`config.mk`:
```
export PLATFORM = sky130hd
export DESIGN_NAME = execute_regfile
export DESIGN_NICKNAME = d
export VERILOG_FILES = /design/src/rtl/execute_regfile.sv
export SDC_FILE = /design/constraint.sdc
export NUM_CORES = 2
export LEC_CHECK = 0
export CORE_UTILIZATION = 51
export DETAILED_ROUTE_END_ITERATION = 8
export PLACE_DENSITY_LB_ADDON = 0.08
export SETUP_SLACK_MARGIN = 0.4
export SYNTH_ARGS = -nofsm -noshare
export SYNTH_HDL_FRONTEND = slang
export SYNTH_SLANG_ARGS = --single-unit
```
`constraint.sdc`:
```
create_clock -name clk -period 19.6 [get_ports clk]
set_input_delay 3.92 -clock clk [delete_from_list [all_inputs] [get_ports clk]]
set_output_delay 3.92 -clock clk [all_outputs]
set_load 0.005 [all_outputs]
```
`src/rtl/execute_regfile.sv`:
```
// execute_regfile: combinational execute stage over a 16-entry register file, PC and CPSR.
// Define EXEC_DEBUG_PORTS_EN to expose wb_rd_out and wb_cpsr_out.
module execute_regfile (
    input  logic        clk,
    input  logic        reset,
    input  logic [5:0]  opcode,
    input  logic [3:0]  rd,
    input  logic [3:0]  rs,
    input  logic [3:0]  rt,
    input  logic [3:0]  cond,
    input  logic [17:0] imm,
    input  logic [21:0] mem,
    input  logic        is_alu_op,
    input  logic        is_not_op,
    input  logic        is_cmp_op,
    input  logic        is_jmp_op,
    input  logic        is_ld_op,
    input  logic        is_str_op,
    input  logic        is_call_op,
    input  logic        is_ret_op,
    input  logic        is_src2_imm,
    input  logic [31:0] if_pc_in,
    output logic [31:0] if_pc_out,
    input  logic [3:0]  wb_rd_num,
    input  logic        wb_rd_write_en,
    input  logic [31:0] wb_rd_in,
    input  logic        wb_cpsr_write_en,
    input  logic [31:0] wb_cpsr_in,
    output logic [31:0] result,
    output logic [31:0] cpsr_passthrough,
    output logic        taken,
    output logic [31:0] pc_rel,
    output logic [3:0]  rd_num_passthrough,
    output logic [31:0] rd_val_passthrough,
    output logic [31:0] mem_passthrough,
    output logic        is_alu_op_passthrough,
    output logic        is_cmp_op_passthrough,
    output logic        is_ld_op_passthrough,
`ifdef EXEC_DEBUG_PORTS_EN
    output logic [31:0] wb_rd_out,
    output logic [31:0] wb_cpsr_out,
`endif
    output logic        is_str_op_passthrough
);
    logic [31:0] regs [16];
    logic [31:0] pc, cpsr;
    logic [31:0] rd_val, rs_val, rt_val, src2, sext_imm, sext_mem, alu_res, diff;
    logic        n, z, v, cond_ok, branch, unused;

    always_ff @(posedge clk or negedge reset) begin
        if (!reset) begin
            for (int i = 0; i < 16; i++) regs[i] <= '0;
            pc   <= '0;
            cpsr <= '0;
        end else begin
            pc <= if_pc_in;
            if (wb_rd_write_en) regs[wb_rd_num] <= wb_rd_in;
            if (wb_cpsr_write_en) cpsr <= wb_cpsr_in;
        end
    end

    assign rd_val   = regs[rd];
    assign rs_val   = regs[rs];
    assign rt_val   = regs[rt];
    assign sext_imm = {{14{imm[17]}}, imm};
    assign sext_mem = {{10{mem[21]}}, mem};
    assign src2     = is_src2_imm ? sext_imm : rt_val;
    // Operation is selected by opcode[5:1]; opcode[0] only distinguishes encodings upstream.
    assign unused   = ^{is_not_op, opcode[0]};

    always_comb begin
        alu_res = '0;
        case (opcode[5:1])
            5'b00000: alu_res = src2;
            5'b00010: alu_res = {rd_val[31:16], imm[15:0]};
            5'b00011: alu_res = {imm[15:0], rd_val[15:0]};
            5'b00100: alu_res = rs_val + src2;
            5'b00101: alu_res = rs_val - src2;
            5'b00110: alu_res = rs_val & src2;
            5'b00111: alu_res = rs_val | src2;
            5'b01000: alu_res = rs_val ^ src2;
            5'b01001: alu_res = rs_val << src2[4:0];
            5'b01010: alu_res = ~src2;
            5'b01011: alu_res = rs_val >> src2[4:0];
            5'b01100: alu_res = $signed(rs_val) >>> src2[4:0];
            default:  alu_res = '0;
        endcase
    end

    assign diff = rs_val - src2;
    assign n = cpsr[31];
    assign z = cpsr[30];
    assign v = cpsr[28];

    always_comb begin
        cond_ok = 1'b0;
        case (cond)
            4'b0000: cond_ok = 1'b1;
            4'b0001: cond_ok = z;
            4'b0010: cond_ok = n == v;
            4'b0011: cond_ok = !z && n == v;
            4'b0100: cond_ok = z || n != v;
            4'b0101: cond_ok = n != v;
            4'b0110: cond_ok = !z;
            default: cond_ok = 1'b0;
        endcase
    end

    assign branch = is_call_op || is_ret_op || is_jmp_op;
    assign taken  = (is_call_op || is_ret_op) ? 1'b1 : is_jmp_op ? cond_ok : 1'b0;
    assign pc_rel = is_call_op ? sext_mem : is_ret_op ? regs[14] - pc : is_jmp_op ? sext_mem : '0;
    assign result = is_call_op ? pc + 32'd1 : is_alu_op ? alu_res : '0;
    // Borrow-style carry: C set when the subtraction underflows unsigned.
    assign cpsr_passthrough = (is_cmp_op && !branch) ?
        {diff[31], diff == '0, rs_val < src2,
         (rs_val[31] != src2[31]) && (diff[31] != rs_val[31]), cpsr[27:0]} : cpsr;

    assign if_pc_out             = pc;
    assign rd_num_passthrough    = is_call_op ? 4'd14 : rd;
    assign rd_val_passthrough    = rd_val;
    assign mem_passthrough       = {10'd0, mem};
    assign is_alu_op_passthrough = is_alu_op || is_call_op;
    assign is_cmp_op_passthrough = is_cmp_op;
    assign is_ld_op_passthrough  = is_ld_op;
    assign is_str_op_passthrough = is_str_op;
`ifdef EXEC_DEBUG_PORTS_EN
    assign wb_rd_out   = regs[wb_rd_num];
    assign wb_cpsr_out = cpsr;
`endif
endmodule

```
==> metrics.txt <==
final worst path period need=15.70 ns; CTS tree=yes; Layout Utilization=58.5%; Tcrit/Tclk final=80.1%; Slew HR=17.6%; worst hold-check path type=reg -> reg; Clk Latency, worst-skew pair=0.63 ns; Starting Density=51.8%; leak pwr=20.8 nW; Post-DP Area=0.0498 mm2; post-CTS setup buffer count=0; Synthesis Warnings=0; global-route total usage across every layer=41.2%; final net count=4431; Reg clk slew, reported paths=0.05 ns; skew final=0 ns; clock power share=23.6%; Overflow after GRT=0; combinational family with the most area after synthesis=multiplexers; Chip Height=303 um; Least-Margin Pin Slew=1.22 ns; post-route non-filler standard cell count=5340; Critical Path RT=15.68 ns; crit path capture type=output port; WL final=188000 um; Setup-failing EPs final=0; Crit Path Max Fanout=55; Fill cells=7485; clk buf depth=3; register area share after synthesis=31.2%; CP startpoint kind=primary input; status=completed; Synth Area in Simple Gates=7.78%; # IOs=376; routed len/inst=35.2 um; placed cell count=5217; die width=303 um; Comb power frac=45.3%; RSZ-0062 raised after global routing=false; die area=0.0917 mm2; syn_area_per_cell=11.5 um2; Post-synth top flop=dfrtp_1; area grow syn2layout=12.9%; Via-to-Cell Ratio=7.15; post-route DRC violation count=0; Vias=38200; FF/Latch Area=0.0144 mm2; internal power=3.36 mW; area of the multi-input gates=0.0292 mm2; Final Hold Fails=0; Compound-Gate Fraction of Synth Area=12.2%; Unique masters post-synth=105; share of cells above drive strength 1=31.0%; CTS resizes=0; Critical Path Max Stage Delay=0.77 ns; vias in the first global route=36900; num rows=109; register bit total from synthesis=576; Fin Hold WS=0.502 ns; clk root buf=clkbuf_16; Max Slew Vio Count=0; adder-cell share of the synthesized area=3.63%; Detailed Route Iter0 Violations=4449; Place WS=4.16 ns; pin count of the biggest net entering global routing=84; clock sinks=576; IO Port Bufs=359; Final WS setup=3.90 ns; Worst EP arrival=11.78 ns; Critical Path Slowest Stage Cell=buf_4; placer congestion estimate=1.09; FFs w/ async S/R, synth=100%; Sw Ratio=39.7%; Reg power frac=31.2%; first-pass GRT wire length=270000 um; max cap viols=0; ANT nets after route=0; final instance area=0.0521 mm2; Pwr Total=5.58 mW; DP HPWL=132000 um; EDFF count, synth=0; post-synthesis mux area share=37.9%; Cell Chain, Critical Path=buf_6 > buf_4 > buf_4 > mux4_2 > mux4_2 > a21boi_1 > ha_1 > inv_1 > a2111oi_0 > o21ai_0 > a2111oi_0 > nand4_1 > nor4_1 > o2111ai_1 > nor4_1 > nand4_1 > o21ai_0 > clkdlybuf4s50_1; Cells after Synth=4007; Inserted Clock Buffers=70; drt pass-1 iters=6; Psw=2.22 mW; cts hold-fix bufs=0; critical path class=in -> out; H-tree levels=3; mapped cell area=0.0462 mm2; Worst VDD drop=0.0000889 V; FMAX=63.7 MHz; cell area power density=107 mW/mm2; initial antenna violation count=15; setup TNS=0 ns; core box area=0.0891 mm2; post-synthesis xor/xnor area fraction=1.52%
==> sequential cells by signal, indices dropped and copies added (netlist names) <==
signal,cells
if_pc_out,32
cpsr,32
regs,512
==> metal layers <==
metal,share of wire [%],vias up,track usage [%]
li1,-,15700,-
met1,39,19700,56.0
met2,44,2230,60.6
met3,11,489,10.8
met4,6.0,8,21.8
met5,0.029,-,0
==> power by group through the flow <==
stage	sequential (mW)	combinational, mW	clock, mW
finish	1.74	2.53	1.32
global route	1.77	2.66	1.38
CTS	1.72	2.46	1.34
detailed placement	1.74	2.45	0
global placement	1.72	2.45	0
floorplan	1.62	1.67	0
==> cell usage after synthesis (all sizes together), types with 21 or more instances <==
library cell	n	area share, %
or3	26	0.35
xnor2	63	1.2
ha	129	3.5
mux2	555	14
o22ai	41	0.58
nor2	198	1.6
mux4	474	23
a211oi	35	0.57
a21oi	161	1.8
a31oi	21	0.28
a221oi	28	0.54
nor3	60	0.66
mux2i	46	1.0
dfrtp	576	31
clkbuf	203	1.7
inv	139	1.1
nand3	125	1.4
o211ai	45	0.73
a221o	21	0.46
nand2b	23	0.31
a21o	31	0.50
nand2	236	1.9
o21ai	194	2.1
a22oi	21	0.34
buf	199	2.9
==> area by class of cell <==
type,count,area share (%)
clock buffers,98,3.81
clock inverters,22,0.559
repair buffers,441,8.11
flip-flops and latches,576,27.7
multi-input cells,2894,56.0
diodes,3,0.0144
well taps,1165,2.80
inverters,141,1.02
==> cells in the final DEF (no fill, tap or decap), types with 22 or more instances in the layout <==
| master | synthesis | layout |
|---|---|---|
| o22ai_1 | 39 | 39 |
| or3_1 | 26 | 23 |
| mux2i_1 | 43 | 43 |
| a221oi_1 | 27 | 27 |
| nor3_1 | 59 | 59 |
| nand2_1 | 232 | 231 |
| dfrtp_1 | 576 | 576 |
| clkdlybuf4s50_1 | 0 | 346 |
| ha_1 | 129 | 129 |
| mux2_2 | 554 | 554 |
| mux4_2 | 450 | 450 |
| nor2_1 | 197 | 182 |
| nand2b_1 | 23 | 22 |
| o211ai_1 | 45 | 45 |
| a21o_1 | 31 | 31 |
| clkbuf_16 | 0 | 70 |
| buf_4 | 73 | 81 |
| a211oi_1 | 35 | 35 |
| xnor2_1 | 63 | 63 |
| o21ai_0 | 159 | 159 |
| inv_1 | 137 | 136 |
| nand3_1 | 124 | 124 |
| a21oi_1 | 159 | 159 |
| o21ai_1 | 31 | 31 |
==> final timing paths <==
kind / to / slack [ns] / cells past startpoint / from
max: cpsr_passthrough[30] / 3.90 / 18 / rt[1]
min: cpsr[0] / 0.50 / 1 / cpsr[0]
max reg2reg: regs[57] / 18.36 / 1 / regs[57]
min reg2reg: cpsr[0] / 0.50 / 1 / cpsr[0]
max in group asynchronous: regs[302] / 13.65 / 4 / reset
min in group asynchronous: if_pc_out[19] / 3.20 / 1 / reset
==> critical path, delay by kind of cell <==
family,cells,cell delay (ns)
AOI/OAI and AO/OA,6,2.06
adders and majority gates,1,0.45
buffers and inverters,5,2.55
muxes,2,0.89
and+or+nand+nor,4,1.74
==> logic make-up after synthesis <==
| logic type | count (synthesis) |
|---|---|
| AOI/OAI and AO/OA | 822 |
| DFF | 576 |
| xor gates and xnor gates | 80 |
| muxes | 1075 |
| buffers and inverters | 546 |
| and+or+nand+nor | 775 |
| other | 1 |
| adders and majority gates | 132 |
(Power assumes the default switching activity.)
